[src/rtl/cam_frame_packer.sv]
// cam_frame_packer
// ----------------
// Camera capture front end. Collects DATA_W-bit camera bytes into WORD_W-bit
// memory words, presents them with a DDR write address on a valid/ready
// handshake, and rotates successive good frames across NUM_BUFS frame
// buffers. Each frame is validated: dropped words (backpressure overflow),
// short frames, long frames and partial trailing words all flag frame_err.
//
// Ports
//   p_clk       camera pixel clock, all logic on its rising edge
//   rst_n       synchronous active-low reset
//   data        camera byte
//   href        line valid, data is sampled while high
//   vsync       frame sync, high during blanking
//   enable      capture enable, only looked at when a frame is about to start
//   wr_data     packed memory word
//   wr_valid    wr_data/wr_address are valid
//   wr_ready    downstream accepts the current word
//   wr_address  word address in DDR
//   frame_done  one-cycle pulse when a captured frame has fully drained
//   frame_err   qualifies frame_done: the frame was bad
//   frame_buf   index of the last good completed buffer
//   capturing   high while a frame is being captured or drained
module cam_frame_packer #(
  parameter int DATA_W      = 8,
  parameter int WORD_W      = 128,
  parameter int ADDR_W      = 25,
  parameter int ADDR_STEP   = 4,
  parameter int FRAME_WORDS = 38400,
  parameter int NUM_BUFS    = 2,
  parameter int MSB_FIRST   = 0
) (
  input  logic              p_clk,
  input  logic              rst_n,
  input  logic [DATA_W-1:0] data,
  input  logic              href,
  input  logic              vsync,
  input  logic              enable,
  output logic [WORD_W-1:0] wr_data,
  output logic              wr_valid,
  input  logic              wr_ready,
  output logic [ADDR_W-1:0] wr_address,
  output logic              frame_done,
  output logic              frame_err,
  output logic [1:0]        frame_buf,
  output logic              capturing
);

  localparam int BYTES = WORD_W / DATA_W;
  localparam int CNT_W = (BYTES > 1) ? $clog2(BYTES) : 1;
  // Word index has room for FRAME_WORDS+1 so that "too many words" stays
  // distinguishable from "exactly right" once it saturates.
  localparam int IDX_W = $clog2(FRAME_WORDS + 2);

  localparam logic [CNT_W-1:0]  LAST_BYTE = CNT_W'(BYTES - 1);
  localparam logic [IDX_W-1:0]  FRAME_IDX = IDX_W'(FRAME_WORDS);
  localparam logic [IDX_W-1:0]  IDX_SAT   = IDX_W'(FRAME_WORDS + 1);
  localparam logic [ADDR_W-1:0] BUF_SPAN  = ADDR_W'(FRAME_WORDS * ADDR_STEP);
  localparam logic [ADDR_W-1:0] STEP      = ADDR_W'(ADDR_STEP);
  localparam logic [1:0]        LAST_BUF  = 2'(NUM_BUFS - 1);

  typedef enum logic [1:0] {
    S_SYNC,
    S_ARMED,
    S_CAPTURE,
    S_DRAIN
  } state_t;

  state_t            state_q, state_d;
  logic [1:0]        cur_buf_q, cur_buf_d;
  logic [1:0]        frame_buf_q, frame_buf_d;
  logic [CNT_W-1:0]  byte_cnt_q, byte_cnt_d;
  logic [IDX_W-1:0]  word_idx_q, word_idx_d;
  logic              err_q, err_d;
  logic [ADDR_W-1:0] base_q, base_d;
  logic [WORD_W-1:0] asm_q, asm_d;
  logic [WORD_W-1:0] wr_data_q, wr_data_d;
  logic [ADDR_W-1:0] wr_address_q, wr_address_d;
  logic              wr_valid_q, wr_valid_d;

  logic              pending;
  logic              frame_done_c;
  logic              bad_c;
  logic [CNT_W-1:0]  lane;
  logic [WORD_W-1:0] byte_word;

  always_ff @(posedge p_clk) begin
    if (!rst_n) begin
      state_q      <= S_SYNC;
      cur_buf_q    <= '0;
      frame_buf_q  <= '0;
      byte_cnt_q   <= '0;
      word_idx_q   <= '0;
      err_q        <= 1'b0;
      base_q       <= '0;
      asm_q        <= '0;
      wr_data_q    <= '0;
      wr_address_q <= '0;
      wr_valid_q   <= 1'b0;
    end else begin
      state_q      <= state_d;
      cur_buf_q    <= cur_buf_d;
      frame_buf_q  <= frame_buf_d;
      byte_cnt_q   <= byte_cnt_d;
      word_idx_q   <= word_idx_d;
      err_q        <= err_d;
      base_q       <= base_d;
      asm_q        <= asm_d;
      wr_data_q    <= wr_data_d;
      wr_address_q <= wr_address_d;
      wr_valid_q   <= wr_valid_d;
    end
  end

  always_comb begin
    state_d      = state_q;
    cur_buf_d    = cur_buf_q;
    frame_buf_d  = frame_buf_q;
    byte_cnt_d   = byte_cnt_q;
    word_idx_d   = word_idx_q;
    err_d        = err_q;
    base_d       = base_q;
    asm_d        = asm_q;
    wr_data_d    = wr_data_q;
    wr_address_d = wr_address_q;
    frame_done_c = 1'b0;

    // A word still waiting for the arbiter. An acceptance this cycle frees
    // the slot, so a word completing now is presented rather than dropped.
    pending    = wr_valid_q & ~wr_ready;
    wr_valid_d = pending;

    bad_c = err_q | (word_idx_q != FRAME_IDX) | (byte_cnt_q != '0);

    lane = (MSB_FIRST != 0) ? (LAST_BYTE - byte_cnt_q) : byte_cnt_q;

    // Current assembly word with this cycle's byte merged in; on the last
    // byte of a word this is the complete word to hand downstream.
    byte_word = asm_q;
    for (int i = 0; i < BYTES; i++) begin
      if (lane == CNT_W'(i)) begin
        byte_word[i*DATA_W +: DATA_W] = data;
      end
    end

    case (state_q)
      S_SYNC: begin
        // Never join a frame mid-way: wait for blanking first.
        if (vsync) begin
          state_d = S_ARMED;
        end
      end

      S_ARMED: begin
        if (!vsync && enable) begin
          state_d    = S_CAPTURE;
          byte_cnt_d = '0;
          word_idx_d = '0;
          err_d      = 1'b0;
          base_d     = ADDR_W'(cur_buf_q) * BUF_SPAN;
        end
      end

      S_CAPTURE: begin
        if (href) begin
          asm_d = byte_word;
          if (byte_cnt_q == LAST_BYTE) begin
            byte_cnt_d = '0;
            if (word_idx_q >= FRAME_IDX) begin
              err_d = 1'b1;
            end else if (pending) begin
              err_d = 1'b1;
            end else begin
              wr_valid_d   = 1'b1;
              wr_data_d    = byte_word;
              wr_address_d = base_q + ADDR_W'(word_idx_q) * STEP;
            end
            // Dropped words still consume an address slot so later words
            // land where they belong.
            if (word_idx_q != IDX_SAT) begin
              word_idx_d = word_idx_q + IDX_W'(1);
            end
          end else begin
            byte_cnt_d = byte_cnt_q + CNT_W'(1);
          end
        end
        if (vsync) begin
          state_d = S_DRAIN;
        end
      end

      S_DRAIN: begin
        if (!wr_valid_q) begin
          frame_done_c = 1'b1;
          state_d      = S_ARMED;
          // A bad frame keeps the same buffer so it is overwritten next time.
          if (!bad_c) begin
            frame_buf_d = cur_buf_q;
            cur_buf_d   = (cur_buf_q == LAST_BUF) ? 2'd0 : cur_buf_q + 2'd1;
          end
        end
      end

      default: begin
        state_d = S_SYNC;
      end
    endcase
  end

  assign wr_data    = wr_data_q;
  assign wr_address = wr_address_q;
  assign wr_valid   = wr_valid_q;
  assign frame_done = frame_done_c;
  assign frame_err  = frame_done_c & bad_c;
  // Show the buffer just completed alongside its frame_done pulse.
  assign frame_buf  = (frame_done_c && !bad_c) ? cur_buf_q : frame_buf_q;
  assign capturing  = (state_q == S_CAPTURE) || (state_q == S_DRAIN);

endmodule
[config.mk]
export PLATFORM = sky130hd
export DESIGN_NAME = cam_frame_packer
export DESIGN_NICKNAME = d
export VERILOG_FILES = /design/src/rtl/cam_frame_packer.sv
export SDC_FILE = /design/constraint.sdc
export NUM_CORES = 1
export LEC_CHECK = 0
export BUFFER_PORTS_ARGS = -buffer_cell sky130_fd_sc_hd__buf_2
export CORE_ASPECT_RATIO = 1.5
export CORE_MARGIN = 1
export CORE_UTILIZATION = 50
export CTS_BUF_LIST = sky130_fd_sc_hd__clkbuf_16
export DETAILED_ROUTE_END_ITERATION = 10
export PLACE_DENSITY_LB_ADDON = 0.12
export REMOVE_ABC_BUFFERS = 1
export SKIP_LAST_GASP = 1
export SLEW_MARGIN = 20
export SYNTH_ARGS = -nofsm -noshare
export SYNTH_HDL_FRONTEND = slang
export SYNTH_SLANG_ARGS = --single-unit
[constraint.sdc]
create_clock -name p_clk -period 2.2 [get_ports p_clk]
set_clock_uncertainty 0.15 [all_clocks]
set_input_delay 0.44 -clock p_clk [delete_from_list [all_inputs] [get_ports p_clk]]
set_output_delay 0.44 -clock p_clk [all_outputs]
set_load 0.01 [all_outputs]
==> run_results.csv <==
group,metric,value,unit
run_status,outcome,"complete, but fails checks",
run_status,failed_checks,"negative setup slack",
power_and_ir_drop,seq_power_share,0.489,
critical_path,crit_type,"register to primary output",
global_route,gr_layer_usage_met3,0.0244,
critical_path,critical_path.max_fanout,3,
power_and_ir_drop,internal-power,8.52,mW
global_route,grt.met1_usage,0.305,
cts,clk-insertion-delay-late,0.54,ns
cts,clk_transition_reported_paths,0.06,ns
layout,multi_input_comb_area,0.00621,sq mm
floorplan,num_io_pins,173,
sta,period_share,1.26,
route,vias,11200,
sta,min_period,2.76,ns
power_and_ir_drop,max_vdd_drop,604,uV
critical_path,critPathLaunchType,"register",
layout,antennaDiodeCount,0,
sta,hold_ws,0.0898,ns
sta,worst_slew_margin_rel,0.656,
synth,ys_ff_latch,300,
synth,synthSimpleGateAreaFrac,0.189,
route,detail_route.iter0.violations,750,
synth,fraction_of_the_mapped_netlist_area_in_compound_gates,0.177,
sta,max_clock_freq,362,MHz
power_and_ir_drop,p_clk_frac,0.414,
critical_path,timing.critical_path.arrival,2.17,ns
placement,dp_hpwl,20.9,mm
layout,final_net_count,1731,
sta,hold_violations,0,
job,drv.max_cap_violation_count,0,
route,per_cell_via_count_in_the_routed_design,5.48,
layout,register_area,0.00602,sq mm
synth,prevailing_post_synth_register_cell,"sky130_fd_sc_hd__dfxtp_1",
layout,proportion_of_layout_cells_with_a_drive_suffix_above_1,0.212,
sta,finalMaxSlewViolations,0,
synth,muxShareOfSynthArea,0.0773,
placement,place_congestion,0.872,
synth,summed_instance_area_of_the_synthesized_netlist,0.0127,sq mm
worst_hold_path,whs_path_depth,3,
worst_hold_path,holdCritPathClass,"input pin to register",
global_route,grt_usage,0.249,
synth,post_synth_xor_area_fraction,0.00550,
global_route,grt_remaining_overflow,0,
global_route,grt_start_max_net_pins,97,
cts,cts_tree,"built",
global_route,globalRouteMet2Util,0.464,
cts,cts.root.buffer_cell,"sky130_fd_sc_hd__clkbuf_16",
synth,post_synth.cell_area_avg,8.34,sq um
critical_path,r2r_cells,10,
placement,placement.io_buffers,165,
power_and_ir_drop,total_power_of_the_final_layout,11.2,mW
critical_path,cp-endpoint,"frame_buf[0]",
sta,final.setup.tns,-1.48,ns
critical_path,critPathTopFamily,"simple AND/OR/NAND/NOR gates",
synth,syn_inst,1527,
power_and_ir_drop,leakagePower,5.87,nW
route,post_drt_wl_per_cell,16.5,um
critical_path,worst_setup_path_end_kind,"primary output",
floorplan,die_w,132,um
synth,ys_async_sr_fraction,0,
placement,number_of_cells_after_detailed_placement,1969,
global_route,grt_pass1_vias,10500,
critical_path,path_buf_inv,3,
sta,setup_viol_count_final,5,
synth,synth-edff-count,0,
critical_path,setup.worst_path.start,"byte_cnt_q[0]",
global_route,grt_antenna_before_repair,0,
layout,areaGrowthSynthToFinish,22.5,%
layout,filler_cell_count,2210,
sta,slack_of_the_critical_path,-0.561,ns
critical_path,levels_on_crit_path,8,
cts,cts-buffers-inserted,28,
critical_path,r2r_setup_slack,-0.03,ns
cts,cts-htree-levels,1,
power_and_ir_drop,power.combinational.fraction,0.097,
synth,adder_and_majority_cell_fraction_of_the_synthesized_area,0.0242,
critical_path,worst_path_largest_cell_delay,0.32,ns
floorplan,core_area,0.0251,sq mm
cts,tritoncts_num_sinks,300,
route,route.detailed.drc,0,
critical_path,worst_path_max_delay_cell,"sky130_fd_sc_hd__dfxtp_2",
floorplan,fp.dieArea,0.0261,sq mm
layout,cell_area_after_layout,0.0156,sq mm
floorplan,num_rows,71,
critical_path,critical_path.reg2reg.endpoint,"word_idx_q[15]",
placement,dpl-instance-area,0.0143,sq mm
sta,setup_repair_after_global_routing_missed_its_margin,"true",
global_route,global_route.peak_usage_layer,"met2",
critical_path,timing.critical_path.required,1.61,ns
floorplan,floorplan.initialDensity,0.508,
power_and_ir_drop,switching_share,0.241,
synth,yosys.cell_types.count,53,
route,totalWireLength,33.7,mm
route,detail-route-antenna-nets,0,
route,drt_pass1_iterations,5,
layout,instances_no_fill,2040,
floorplan,die_height,197,um
sta,tightestPinTransition,0.514,ns
cts,max-clock-path-buffers,3,
power_and_ir_drop,powerDensity,720,mW/mm^2
synth,dominant_combinational_cell_family_by_area_after_synthesis,"simple AND/OR/NAND/NOR gates",
synth,ys_seq_area_frac,0.472,
power_and_ir_drop,power_switching,2.71,mW
global_route,grt_pass1_wl,53.0,mm
critical_path,crit_chain,"inv_2 -> ha_4 -> nor3b_4 -> nand3b_1 -> nor3_2 -> buf_4 -> mux2_4 -> buf_6",
critical_path,regToRegStartpoint,"state_q[0]",
synth,ys_warn_count,0,
## worst min path at each step
stage,startpoint,endpoint,slack [ns]
6_report,rst_n,wr_address[18],0.09
5_1_grt,rst_n,frame_buf_q[1],0.10
4_1_cts,rst_n,wr_address[18],0.08
3_5_place_dp,wr_address[16],wr_address[16],0.29
3_3_place_gp,wr_address[14],wr_address[14],0.29
2_1_floorplan,err_q,err_q,0.28
## flip-flops by register name, summed over array words and instances (netlist names), 2 cells and up
signal,cells
base_q,6
word_idx_q,16
state_q,2
wr_address,18
byte_cnt_q,4
wr_data,128
cur_buf_q,2
frame_buf_q,2
asm_q,120
## repair_timing
| action | in CTS | in global routing |
|---|---|---|
| pin swaps | 7 | 16 |
| gates cloned | 0 | 1 |
| setup buffers | 13 | 9 |
| setup endpoints to repair | 26 | 103 |
| resized for setup | 23 | 28 |
| hold buffers | 0 | 0 |
## area by class of cell
cell class | count | share of cell area
clock inverter | 20 | 0.00906
inverter | 15 | 0.00425
timing repair buffer | 280 | 0.130
clock buffer | 29 | 0.0465
sequential | 300 | 0.386
tap | 328 | 0.0263
multi-input combinational | 1068 | 0.398
## power groups by stage
stage	clock network [mW]	logic (mW)	registers [mW]
finish	4.65	1.09	5.49
global route	4.93	1.17	5.50
CTS	4.71	1.02	5.49
detailed placement	0	0.849	5.61
global placement	0	0.839	5.61
floorplan	0	0.432	5.61
## logic make-up after synthesis
kind of cell,Yosys count
AOI/OAI and AO/OA,356
xor gates and xnor gates,8
adders and majority gates,24
buffers and inverters,165
DFF,300
muxes,98
other,1
and+or+nand+nor,575
## cells in the mapped netlist (2+ instances only)
cell	instances	area, sq um
sky130_fd_sc_hd__nand4_1	2	12.5
sky130_fd_sc_hd__or2_2	5	31.3
sky130_fd_sc_hd__a21oi_1	132	661
sky130_fd_sc_hd__xnor2_1	2	17.5
sky130_fd_sc_hd__a211oi_1	58	435
sky130_fd_sc_hd__nor2b_1	7	43.8
sky130_fd_sc_hd__and2_1	6	37.5
sky130_fd_sc_hd__buf_2	32	160
sky130_fd_sc_hd__inv_1	15	56.3
sky130_fd_sc_hd__nand2b_1	5	31.3
sky130_fd_sc_hd__o2111ai_1	4	35.0
sky130_fd_sc_hd__o21ai_1	3	15.0
sky130_fd_sc_hd__buf_1	4	15.0
sky130_fd_sc_hd__a21o_1	2	15.0
sky130_fd_sc_hd__nand3_1	76	380
sky130_fd_sc_hd__dfxtp_1	300	6010
sky130_fd_sc_hd__o21ai_0	75	375
sky130_fd_sc_hd__xor2_1	6	52.6
sky130_fd_sc_hd__a311oi_1	64	561
sky130_fd_sc_hd__ha_1	23	288
sky130_fd_sc_hd__clkbuf_1	103	387
sky130_fd_sc_hd__buf_4	11	82.6
sky130_fd_sc_hd__nor4_1	2	12.5
sky130_fd_sc_hd__nor2_1	203	762
sky130_fd_sc_hd__or3_1	7	43.8
sky130_fd_sc_hd__mux2_2	2	22.5
sky130_fd_sc_hd__o21a_1	3	22.5
sky130_fd_sc_hd__nor3_1	3	15.0
sky130_fd_sc_hd__nand2_1	246	923
sky130_fd_sc_hd__mux2i_1	95	951
sky130_fd_sc_hd__nand3b_1	2	15.0
sky130_fd_sc_hd__o211ai_1	5	37.5
sky130_fd_sc_hd__and3_1	4	25.0
## metal layers
| metal | share of wire | vias to the layer above | wire (um) |
|---|---|---|---|
| li1 | - | 5604 | - |
| met2 | 0.52 | 261 | 17400 |
| met5 | 0 | - | 0 |
| met3 | 0.041 | 53 | 1370 |
| met4 | 0.022 | 0 | 737 |
| met1 | 0.42 | 5270 | 14200 |
## per-stage QoR
step | worst slack, ns | util
global route | -0.662 | 0.623
global placement | -0.0848 | 0.572
floorplan | -5.28 | -
CTS | -0.568 | 0.614
detailed placement | -0.0997 | 0.572
finish | -0.561 | 0.623
## worst reg2reg max path: cells and delay by family (launching register included)
family,cells,cell delay (ns)
AO/OA/AOI/OAI,3,0.50
buffers and inverters,4,0.47
AND/OR/NAND/NOR,1,0.37
flip-flops,1,0.35
adder cells (fa/ha/maj),1,0.16
multiplexers,1,0.15
## cell usage in the layout, fill, tap and decap left out, types with 58 or more instances in the layout
cell,n
sky130_fd_sc_hd__mux2i_1,94
sky130_fd_sc_hd__nor2_1,200
sky130_fd_sc_hd__nand2_1,244
sky130_fd_sc_hd__buf_2,162
sky130_fd_sc_hd__a311oi_1,64
sky130_fd_sc_hd__a21oi_1,131
sky130_fd_sc_hd__o21ai_0,75
sky130_fd_sc_hd__dfxtp_1,293
sky130_fd_sc_hd__nand3_1,76
sky130_fd_sc_hd__buf_4,89
sky130_fd_sc_hd__a211oi_1,58
Note: power is estimated with default switching activity, not from simulation.
